[src/rtl/fft_stream_core_if.sv]
// Sample-in / bin-out streaming bundle for fft_stream_core.
// The core takes the slave view; the sample source and bin sink together take the master view.
interface fft_stream_core_if #(
    parameter int IN_W  = 16,
    parameter int OUT_W = 21,
    parameter int IDX_W = 3
);
    logic                    s_valid_i;
    logic                    s_ready_o;
    logic signed [IN_W-1:0]  s_re_i;
    logic signed [IN_W-1:0]  s_im_i;
    logic                    m_valid_o;
    logic                    m_ready_i;
    logic signed [OUT_W-1:0] m_re_o;
    logic signed [OUT_W-1:0] m_im_o;
    logic [IDX_W-1:0]        m_idx_o;
    logic                    m_last_o;

    modport slave (
        input  s_valid_i, s_re_i, s_im_i, m_ready_i,
        output s_ready_o, m_valid_o, m_re_o, m_im_o, m_idx_o, m_last_o
    );

    modport master (
        output s_valid_i, s_re_i, s_im_i, m_ready_i,
        input  s_ready_o, m_valid_o, m_re_o, m_im_o, m_idx_o, m_last_o
    );
endinterface

[src/rtl/fft_stream_core.sv]
// Iterative in-place radix-2 DIT FFT, one shared two-cycle butterfly, streaming load/unload.
// Define FFT_INVERSE_EN to add inv_i (per-frame conjugate-twiddle inverse transform, unscaled).
module fft_stream_core #(
    parameter int N    = 8,
    parameter int IN_W = 16,
    parameter int TW_W = 16
) (
    input  logic clk_i,
    input  logic rst_ni,
`ifdef FFT_INVERSE_EN
    input  logic inv_i,
`endif
    output logic busy_o,
    fft_stream_core_if.slave io
);
    localparam int     LOG2N  = $clog2(N);
    localparam int     OUT_W  = IN_W + LOG2N + 2;
    localparam int     HALF   = N / 2;
    localparam int     QUART  = N / 4;
    localparam int     ROM_AW = $clog2(QUART + 1);
    localparam int     PW     = OUT_W + TW_W + 1;
    localparam real    PI     = 3.14159265358979323846;
    localparam longint TW_MAX = (longint'(1) <<< (TW_W - 1)) - 1;
    localparam logic signed [PW-1:0] RND = PW'(1) <<< (TW_W - 2);

    typedef enum logic [1:0] {S_LOAD, S_COMPUTE, S_UNLOAD} state_t;

    state_t                  state;
    logic [LOG2N-1:0]        cnt;
    logic [LOG2N-2:0]        bf_idx;
    logic [LOG2N-1:0]        stage;
    logic                    phase;
    logic                    inv_q;
    logic                    s_ready_q, m_valid_q, m_last_q, busy_q;
    logic [LOG2N-1:0]        m_idx_q;
    logic signed [OUT_W-1:0] m_re_q, m_im_q;

    logic signed [OUT_W-1:0] mem_re [N];
    logic signed [OUT_W-1:0] mem_im [N];
    logic signed [OUT_W-1:0] a_re, a_im, b_re, b_im;
    logic signed [TW_W-1:0]  cos_rom [QUART+1];
    logic signed [TW_W-1:0]  sin_rom [QUART+1];

    // First quadrant only; the second quadrant is folded onto it in the twiddle select.
    for (genvar i = 0; i <= QUART; i++) begin : g_tw
        localparam real    ANG   = 2.0 * PI * i / N;
        localparam longint COS_Q = longint'($rtoi($cos(ANG) * (TW_MAX + 1) + 0.5));
        localparam longint SIN_Q = longint'($rtoi($sin(ANG) * (TW_MAX + 1) + 0.5));
        assign cos_rom[i] = TW_W'(COS_Q > TW_MAX ? TW_MAX : COS_Q);
        assign sin_rom[i] = TW_W'(SIN_Q > TW_MAX ? TW_MAX : SIN_Q);
    end

    function automatic logic [LOG2N-1:0] bitrev(input logic [LOG2N-1:0] x);
        logic [LOG2N-1:0] r;
        for (int i = 0; i < LOG2N; i++) r[i] = x[LOG2N-1-i];
        return r;
    endfunction

    logic                    s_fire;
    logic [LOG2N-1:0]        span, pos, grp, idx_a, idx_b, tw_k, nxt_idx;
    logic [ROM_AW-1:0]       rom_idx;
    logic signed [TW_W-1:0]  tw_c, tw_s;
    logic signed [PW-1:0]    p_re, p_im;
    logic signed [OUT_W-1:0] t_re, t_im;

    assign s_fire  = io.s_valid_i && s_ready_q;
    assign nxt_idx = m_idx_q + LOG2N'(1);

    always_comb begin
        span  = LOG2N'(1) << stage;
        pos   = {1'b0, bf_idx} & (span - LOG2N'(1));
        grp   = {1'b0, bf_idx} >> stage;
        idx_a = (grp << (stage + LOG2N'(1))) | pos;
        idx_b = idx_a | span;
        tw_k  = pos << (LOG2N'(LOG2N - 1) - stage);
    end

    // NOTE: every output of this block is assigned before any branch, so no latch can form.
    always_comb begin
        rom_idx = (tw_k <= LOG2N'(QUART)) ? ROM_AW'(tw_k) : ROM_AW'(LOG2N'(HALF) - tw_k);
        tw_c    = (tw_k <= LOG2N'(QUART)) ? cos_rom[rom_idx] : -cos_rom[rom_idx];
        tw_s    = inv_q ? -sin_rom[rom_idx] : sin_rom[rom_idx];
        p_re    = PW'(b_re) * PW'(tw_c) + PW'(b_im) * PW'(tw_s);
        p_im    = PW'(b_im) * PW'(tw_c) - PW'(b_re) * PW'(tw_s);
        t_re    = OUT_W'((p_re + RND) >>> (TW_W - 1));
        t_im    = OUT_W'((p_im + RND) >>> (TW_W - 1));
        if (tw_k == '0) begin
            t_re = b_re;
            t_im = b_im;
        end else if (tw_k == LOG2N'(QUART)) begin
            t_re = inv_q ? -b_im : b_im;
            t_im = inv_q ? b_re : -b_re;
        end
    end

    // NOTE: the frame buffer has no reset; every entry is rewritten by LOAD before it is read.
    always_ff @(posedge clk_i) begin
        if (state == S_LOAD && s_fire) begin
            mem_re[bitrev(cnt)] <= OUT_W'(io.s_re_i);
            mem_im[bitrev(cnt)] <= OUT_W'(io.s_im_i);
        end else if (state == S_COMPUTE) begin
            if (!phase) begin
                a_re <= mem_re[idx_a];
                a_im <= mem_im[idx_a];
                b_re <= mem_re[idx_b];
                b_im <= mem_im[idx_b];
            end else begin
                mem_re[idx_a] <= a_re + t_re;
                mem_im[idx_a] <= a_im + t_im;
                mem_re[idx_b] <= a_re - t_re;
                mem_im[idx_b] <= a_im - t_im;
            end
        end
    end

    always_ff @(posedge clk_i or negedge rst_ni) begin
        if (!rst_ni) begin
            state     <= S_LOAD;
            cnt       <= '0;
            bf_idx    <= '0;
            stage     <= '0;
            phase     <= 1'b0;
            s_ready_q <= 1'b1;
            m_valid_q <= 1'b0;
            m_last_q  <= 1'b0;
            m_idx_q   <= '0;
            m_re_q    <= '0;
            m_im_q    <= '0;
            busy_q    <= 1'b0;
`ifdef FFT_INVERSE_EN
            inv_q     <= 1'b0;
`endif
        end else begin
            case (state)
                S_LOAD: if (s_fire) begin
`ifdef FFT_INVERSE_EN
                    if (cnt == '0) inv_q <= inv_i;
`endif
                    if (cnt == LOG2N'(N - 1)) begin
                        cnt       <= '0;
                        s_ready_q <= 1'b0;
                        busy_q    <= 1'b1;
                        state     <= S_COMPUTE;
                    end else begin
                        cnt <= cnt + LOG2N'(1);
                    end
                end
                S_COMPUTE: begin
                    phase <= ~phase;
                    if (phase) begin
                        if (bf_idx == '1) begin
                            bf_idx <= '0;
                            if (stage == LOG2N'(LOG2N - 1)) begin
                                stage  <= '0;
                                busy_q <= 1'b0;
                                state  <= S_UNLOAD;
                            end else begin
                                stage <= stage + LOG2N'(1);
                            end
                        end else begin
                            bf_idx <= bf_idx + 1'b1;
                        end
                    end
                end
                S_UNLOAD: begin
                    if (!m_valid_q) begin
                        m_valid_q <= 1'b1;
                        m_re_q    <= mem_re[m_idx_q];
                        m_im_q    <= mem_im[m_idx_q];
                        m_last_q  <= (m_idx_q == LOG2N'(N - 1));
                    end else if (io.m_ready_i) begin
                        if (m_last_q) begin
                            m_valid_q <= 1'b0;
                            m_last_q  <= 1'b0;
                            m_idx_q   <= '0;
                            m_re_q    <= '0;
                            m_im_q    <= '0;
                            s_ready_q <= 1'b1;
                            state     <= S_LOAD;
                        end else begin
                            m_idx_q  <= nxt_idx;
                            m_re_q   <= mem_re[nxt_idx];
                            m_im_q   <= mem_im[nxt_idx];
                            m_last_q <= (nxt_idx == LOG2N'(N - 1));
                        end
                    end
                end
                default: state <= S_LOAD;
            endcase
        end
    end

`ifndef FFT_INVERSE_EN
    assign inv_q = 1'b0;
`endif

    assign io.s_ready_o = s_ready_q;
    assign io.m_valid_o = m_valid_q;
    assign io.m_re_o    = m_re_q;
    assign io.m_im_o    = m_im_q;
    assign io.m_idx_o   = m_idx_q;
    assign io.m_last_o  = m_last_q;
    assign busy_o       = busy_q;
endmodule

[src/flat_wrapper.sv]
// flat-port wrapper written by rule: the top's interface ports become plain ports
module fft_stream_core_flat 
#(
    parameter int N    = 8,
    parameter int IN_W = 16,
    parameter int TW_W = 16
)
  (clk_i, rst_ni, busy_o, io_s_valid_i, io_s_re_i, io_s_im_i, io_m_ready_i, io_s_ready_o, io_m_valid_o, io_m_re_o, io_m_im_o, io_m_idx_o, io_m_last_o);
  fft_stream_core_if #(.IN_W(IN_W), .OUT_W((21)), .IDX_W(3)) io_i ();
  input  logic clk_i;
  input  logic rst_ni;
  output logic busy_o;
  input wire logic [$bits(io_i.s_valid_i)-1:0] io_s_valid_i;
  input wire logic [$bits(io_i.s_re_i)-1:0] io_s_re_i;
  input wire logic [$bits(io_i.s_im_i)-1:0] io_s_im_i;
  input wire logic [$bits(io_i.m_ready_i)-1:0] io_m_ready_i;
  output wire logic [$bits(io_i.s_ready_o)-1:0] io_s_ready_o;
  output wire logic [$bits(io_i.m_valid_o)-1:0] io_m_valid_o;
  output wire logic [$bits(io_i.m_re_o)-1:0] io_m_re_o;
  output wire logic [$bits(io_i.m_im_o)-1:0] io_m_im_o;
  output wire logic [$bits(io_i.m_idx_o)-1:0] io_m_idx_o;
  output wire logic [$bits(io_i.m_last_o)-1:0] io_m_last_o;
  assign io_i.s_valid_i = io_s_valid_i;
  assign io_i.s_re_i = io_s_re_i;
  assign io_i.s_im_i = io_s_im_i;
  assign io_i.m_ready_i = io_m_ready_i;
  assign io_s_ready_o = io_i.s_ready_o;
  assign io_m_valid_o = io_i.m_valid_o;
  assign io_m_re_o = io_i.m_re_o;
  assign io_m_im_o = io_i.m_im_o;
  assign io_m_idx_o = io_i.m_idx_o;
  assign io_m_last_o = io_i.m_last_o;
  fft_stream_core #(.N(N), .IN_W(IN_W), .TW_W(TW_W)) u_core (.clk_i(clk_i), .rst_ni(rst_ni), .busy_o(busy_o), .io(io_i));
endmodule
[config.mk]
export PLATFORM = sky130hd
export DESIGN_NAME = fft_stream_core_flat
export DESIGN_NICKNAME = d
export VERILOG_FILES = /design/src/rtl/fft_stream_core_if.sv /design/src/rtl/fft_stream_core.sv /design/src/flat_wrapper.sv
export SDC_FILE = /design/constraint.sdc
export NUM_CORES = 2
export LEC_CHECK = 0
export ABC_CLOCK_PERIOD_IN_PS = 14200
export BUFFER_PORTS_ARGS = -buffer_cell sky130_fd_sc_hd__clkbuf_2
export CAP_MARGIN = 15
export CELL_PAD_IN_SITES_DETAIL_PLACEMENT = 1
export CELL_PAD_IN_SITES_GLOBAL_PLACEMENT = 2
export CORE_AREA = 4 4 422 424
export DETAILED_ROUTE_END_ITERATION = 8
export DIE_AREA = 0 0 426 428
export PLACE_DENSITY = 0.81
export SLEW_MARGIN = 20
export SYNTH_ARGS = -nofsm -noshare
export SYNTH_HDL_FRONTEND = slang
export SYNTH_SLANG_ARGS = --single-unit
[constraint.sdc]
create_clock -name clk_i -period 14.2 [get_ports clk_i]
set_input_delay 2.13 -clock clk_i [delete_from_list [all_inputs] [get_ports clk_i]]
set_output_delay 2.13 -clock clk_i [all_outputs]
set_load 0.1 [all_outputs]
# After elaboration in Yosys (flattened, before gate mapping)
# Memory sizes are Yosys's and may differ from the RTL's. A register that Yosys moved wholly into a read port is not among the register bits.
# Index checks and enable logic that the tools add are counted.
# op_classes
addsub	17
multipliers	4
n_div	0
n_lt_le_gt_ge	2
n_eq_ne	17
n_shift	4
n_mux	61
bitwise_logic	6
reduce_logical	17
# op_table
cell	count
two-way mux 21 bit	12
multiplier 21 x 16 -> 36 bit	4
two-way mux 16 bit	5
adder 36 x 16 -> 36 bit (second input constant)	2
binary-select mux 16 bit (select 2 bit)	2
adder 21 bit	2
OR reduction 21 bit	2
subtractor 21 bit	2
adder 36 bit	1
subtractor 36 bit	1
two-way mux 1 bit	24
negator 21 bit	1
two-way mux 2 bit	10
negator 16 bit	1
two-way mux 3 bit	5
AND reduction 6 bit	2
!= test 2 bit (second input constant)	5
adder 3 x 1 -> 3 bit (second input constant)	3
== test 3 bit (second input constant)	3
AND reduction 3 bit	3
!= test 2 x 1 -> 1 bit (second input constant)	4
AND reduction 8 bit	1
== test 3 x 2 -> 1 bit (second input constant)	2
OR 3 bit	2
21 further kinds	29
# word_totals
register_bits	60
latch_bits	0
ramBits	336
mem_bits_ro	0
inputBits	36
output_inout_bits	49
elab_cells	142
n_memories	2
# memory_table
memory	words	word_bits	rd	rd_ports_with_merged_regs	wr	line	text
u_core.mem_im	8	21	4	2	2	fft_stream_core.sv:39	logic signed [OUT_W-1:0] mem_im [N];
u_core.mem_re	8	21	4	2	2	fft_stream_core.sv:38	logic signed [OUT_W-1:0] mem_re [N];

# Depth between registers and ports, before layout
# depth
ltp_word	19
ltp_mapped	61
ltp_nobuf	56

# Worst setup path after synthesis
# OpenSTA, ideal clock, no wires.
# synth_path
path_kind	reg-to-reg
start	register u_core.stage[0]
end	memory u_core.mem_re[0][20] (data pin)
arrival_time_ns	12.064
required_time_ns	13.922
path_slack_ns	1.858
path_stages_with_launch	50
period_less_slack_ns	12.342
path_cell_list	dfrtp_1 buf_2 inv_1 ha_1 nor3_1 a21o_1 nand4_1 ha_1 inv_1 a21o_2 nand2_1 nor3_1 a21o_1 clkbuf_1 clkbuf_1 clkbuf_1 nand2_1 fa_1 (+14 left out) a21oi_1 o21bai_1 xnor2_1 nor2_1 a31oi_1 o21ai_0 ha_1 clkbuf_1 o21bai_1 a2111oi_2 o31ai_1 a2111oi_0 o31ai_1 a21oi_1 nor2_1 o41a_2 xnor2_1 mux2i_1
# synth_rtl
element	line	text
from (decl)	fft_stream_core.sv:31	logic [LOG2N-1:0] stage;
from (signal assigned)	fft_stream_core.sv:158	stage <= stage + LOG2N'(1);
to (decl)	fft_stream_core.sv:38	

==> impl_metrics.env <==
export IMPL_crit_top_cell="fa_1"
export IMPL_ys_warnings_count=0
export IMPL_clk_latency_ns=0.65
export IMPL_synthToLayoutAreaGrowth_pct=6.80
export IMPL_grtUsageTotal_pct=31.0
export IMPL_die_y_um=428
export IMPL_drive_gt1_share_pct=8.15
export IMPL_hold_viol_final=0
export IMPL_clockRootBuffer="clkbuf_16"
export IMPL_cts_tree="done"
export IMPL_crit_arrival_ns=13.90
export IMPL_grt_ovfl_total=0
export IMPL_first_pass_iters=5
export IMPL_row_count=153
export IMPL_dp_hpwl_um=213000
export IMPL_cts_buffer_depth=3
export IMPL_final_util_pct=46.9
export IMPL_drcViolationCount=0
export IMPL_netlist_instances=7946
export IMPL_seq_area_mm2=0.0141
export IMPL_clk_pin_slew_worst_paths_ns=0.07
export IMPL_die_w_um=426
export IMPL_syn_area_mm2=0.0763
export IMPL_wl_per_cell_um=27.4
export IMPL_worst_path_max_fanout=36
export IMPL_grt_pass1_vias=64700
export IMPL_die_area_mm2=0.182
export IMPL_r2r_end="u_core.mem_re[3][9]$_DFFE_PP_"
export IMPL_grt_max_degree=99
export IMPL_synth_cell_types=98
export IMPL_final_common_cell="inv_1"
export IMPL_clock_sinks=480
export IMPL_drv_cap=0
export IMPL_ctsHoldBuffers=0
export IMPL_avgSynthCellArea_um2=9.60
export IMPL_outcome="completed"
export IMPL_htreeDepth=2
export IMPL_synth_edff_count=420
export IMPL_startpoint_type="flop"
export IMPL_portBuffers=84
export IMPL_cpMaxStageDelayCell="a21oi_1"
export IMPL_ys_seq_area_share_pct=18.5
export IMPL_cts_buffers=49
export IMPL_synthFlopType="edfxtp_1"
export IMPL_num_fill_cells=19800
export IMPL_fmax_ghz=0.0737
export IMPL_async_flop_share_pct=12.5
export IMPL_num_io_pins=85
export IMPL_initial_core_util_pct=43.9
export IMPL_period_needed_ns=13.56
export IMPL_grt_antenna_before_repair=12
export IMPL_ys_ff_latch=480
export IMPL_drv_slew=0
export IMPL_slew_limit_headroom_pct=22.1
export IMPL_worstReg2RegStart="u_core.stage[0]$_DFFE_PN0P_"
export IMPL_slowest_delay_ns=0.73
export IMPL_grt_pass1_wl_um=422000
export IMPL_crit_path_end="u_core.mem_re[3][9]$_DFFE_PP_"
export IMPL_startpoint="u_core.stage[0]$_DFFE_PN0P_"
export IMPL_worst_pin_slew_ns=1.17
export IMPL_required_ns=14.54
export IMPL_final_nets=9634
export IMPL_fin_skew_ns=0.0469
export IMPL_coreArea_mm2=0.174
export IMPL_ant_nets=0
export IMPL_criticalPathCategory="reg -> reg"
export IMPL_gp_congestion=0.928
export IMPL_routed_via_density=5.71
export IMPL_syn_nets=9745
export IMPL_cp_end_kind="flop"
export IMPL_reg2reg_slack_ns=0.64
export IMPL_r2r_cells=50
export IMPL_worst_hold_path_type="reg -> reg"
export IMPL_routed_wl_um=280000
export IMPL_vias=58300
export IMPL_period_share_pct=95.5
export IMPL_setup_violations_final=0
export IMPL_multiInputGateArea_mm2=0.0548
export IMPL_drt_iter0_drc=4773
export IMPL_mostFrequentLayoutCells="1658 x inv_1, 1302 x fa_1, 1080 x nand2_1, 480 x nand3_1, 456 x ha_1"
## final cells by class
cell class / instances / area share [%]
antenna: 7 / 0.0215
clock buffer: 53 / 1.58
clock inverter: 38 / 0.522
inverter: 1661 / 7.66
multi-input combinational: 5407 / 67.3
sequential: 480 / 17.3
tap: 2325 / 3.57
timing repair buffer: 236 / 1.98
## worst max-delay path: cells and delay by family (launching register included)
family / cells / cell delay, ns
compound gates: 17 / 4.20
xor+xnor: 2 / 0.58
fa+ha+maj: 12 / 5.08
buf+inv: 11 / 1.72
flops: 1 / 0.50
simple gates: 8 / 1.12
## Yosys cell counts, types with 10 or more instances
cell / instances / area (µm²)
dfrtp_1: 59 / 1480
o22ai_1: 17 / 106
nand2b_1: 24 / 150
mux4_2: 168 / 3780
edfxtp_1: 420 / 12600
o21bai_1: 14 / 105
clkbuf_1: 302 / 1130
o211ai_1: 19 / 143
o21a_1: 74 / 556
nor3_1: 53 / 265
inv_1: 1661 / 6230
nand3_1: 480 / 2400
a21oi_1: 339 / 1700
or2_2: 16 / 100
and2_1: 114 / 713
ha_1: 461 / 5770
or3_1: 43 / 269
nand2_1: 1086 / 4080
o21ai_0: 162 / 811
a31oi_1: 10 / 62.6
a21o_1: 39 / 293
fa_1: 1302 / 26100
a211oi_1: 10 / 75.1
nor2_1: 382 / 1430
mux2i_1: 162 / 1620
nor2b_1: 26 / 163
o21ai_1: 20 / 100
nand4_1: 11 / 68.8
buf_1: 61 / 229
xnor2_1: 148 / 1300
buf_4: 18 / 135
xor2_1: 39 / 342
o221ai_1: 46 / 403
## routing by layer
| layer | vias to the layer above | wire length (µm) | global-route usage, % |
|---|---|---|---|
| met5 | - | 27 | 0 |
| met4 | 4 | 12900 | 12.0 |
| met3 | 564 | 18500 | 3.70 |
| met2 | 2172 | 135000 | 52.1 |
| met1 | 30600 | 113000 | 41.1 |
| li1 | 24900 | - | - |
## state kept, by name, summed over array words and instances, names as in the netlist, 21 cells and up
register          count
u_core.b_im          21
u_core.a_im          21
u_core.io.m_re_o     21
u_core.b_re          21
u_core.a_re          21
u_core.mem_im       168
u_core.io.m_im_o     21
u_core.mem_re       168
## how the worst min path moves through the flow
stage / from / cells past startpoint / end / slack (ns)
finish: u_core.state[1]$_DFFE_PN0P_ / 1 / u_core.state[0]$_DFFE_PN0P_ / 0.46
global route: u_core.state[1]$_DFFE_PN0P_ / 1 / u_core.state[0]$_DFFE_PN0P_ / 0.50
CTS: u_core.state[1]$_DFFE_PN0P_ / 1 / u_core.state[0]$_DFFE_PN0P_ / 0.46
detailed placement: u_core.state[1]$_DFFE_PN0P_ / 1 / u_core.state[0]$_DFFE_PN0P_ / 0.45
global placement: u_core.state[1]$_DFFE_PN0P_ / 1 / u_core.state[0]$_DFFE_PN0P_ / 0.45
floorplan: u_core.state[1]$_DFFE_PN0P_ / 1 / u_core.state[0]$_DFFE_PN0P_ / 0.43
## stage by stage
stage | setup TNS [ns] | std cells | cell area, µm² | hold slack [ns] | setup slack, ns
after detailed placement | -1.49 | 10100 | 79400 | 0.454 | -0.199
after CTS | 0 | 10200 | 81200 | 0.463 | 0.0860
after floorplan | 0 | 7946 | 76300 | 0.428 | 1.86
final | 0 | 10200 | 81400 | 0.465 | 0.636
after global routing | -0.174 | 10200 | 81400 | 0.498 | -0.0389
after global placement | 0 | 10100 | 79400 | 0.450 | 0.111
## what timing repair did
item | in CTS | in global routing
setup endpoints to repair | 31 | 215
resized for setup | 3 | 41
buffers inserted | 0 | 6
pin swaps | 0 | 3
hold endpoints to repair | 0 | 0
## logic make-up (layout without fill, tap and decap cells)
group                      count (synthesis)  in the layout  share of synthesized area, %
and+or+nand+nor                         2278           2278                          13.1
buffers and inverters                   2059           1988                          10.3
adders and majority gates               1763           1763                          41.7
AOI/OAI and AO/OA                        833            833                          6.74
DFF                                      480            480                          18.5
muxes                                    337            337                          7.22
xor gates and xnor gates                 196            196                          2.38
other                                      0              7                             0
Power is left out: the tool's default activity adds up to more than one toggle a clock period on the data nets, which glitch-free logic cannot reach.
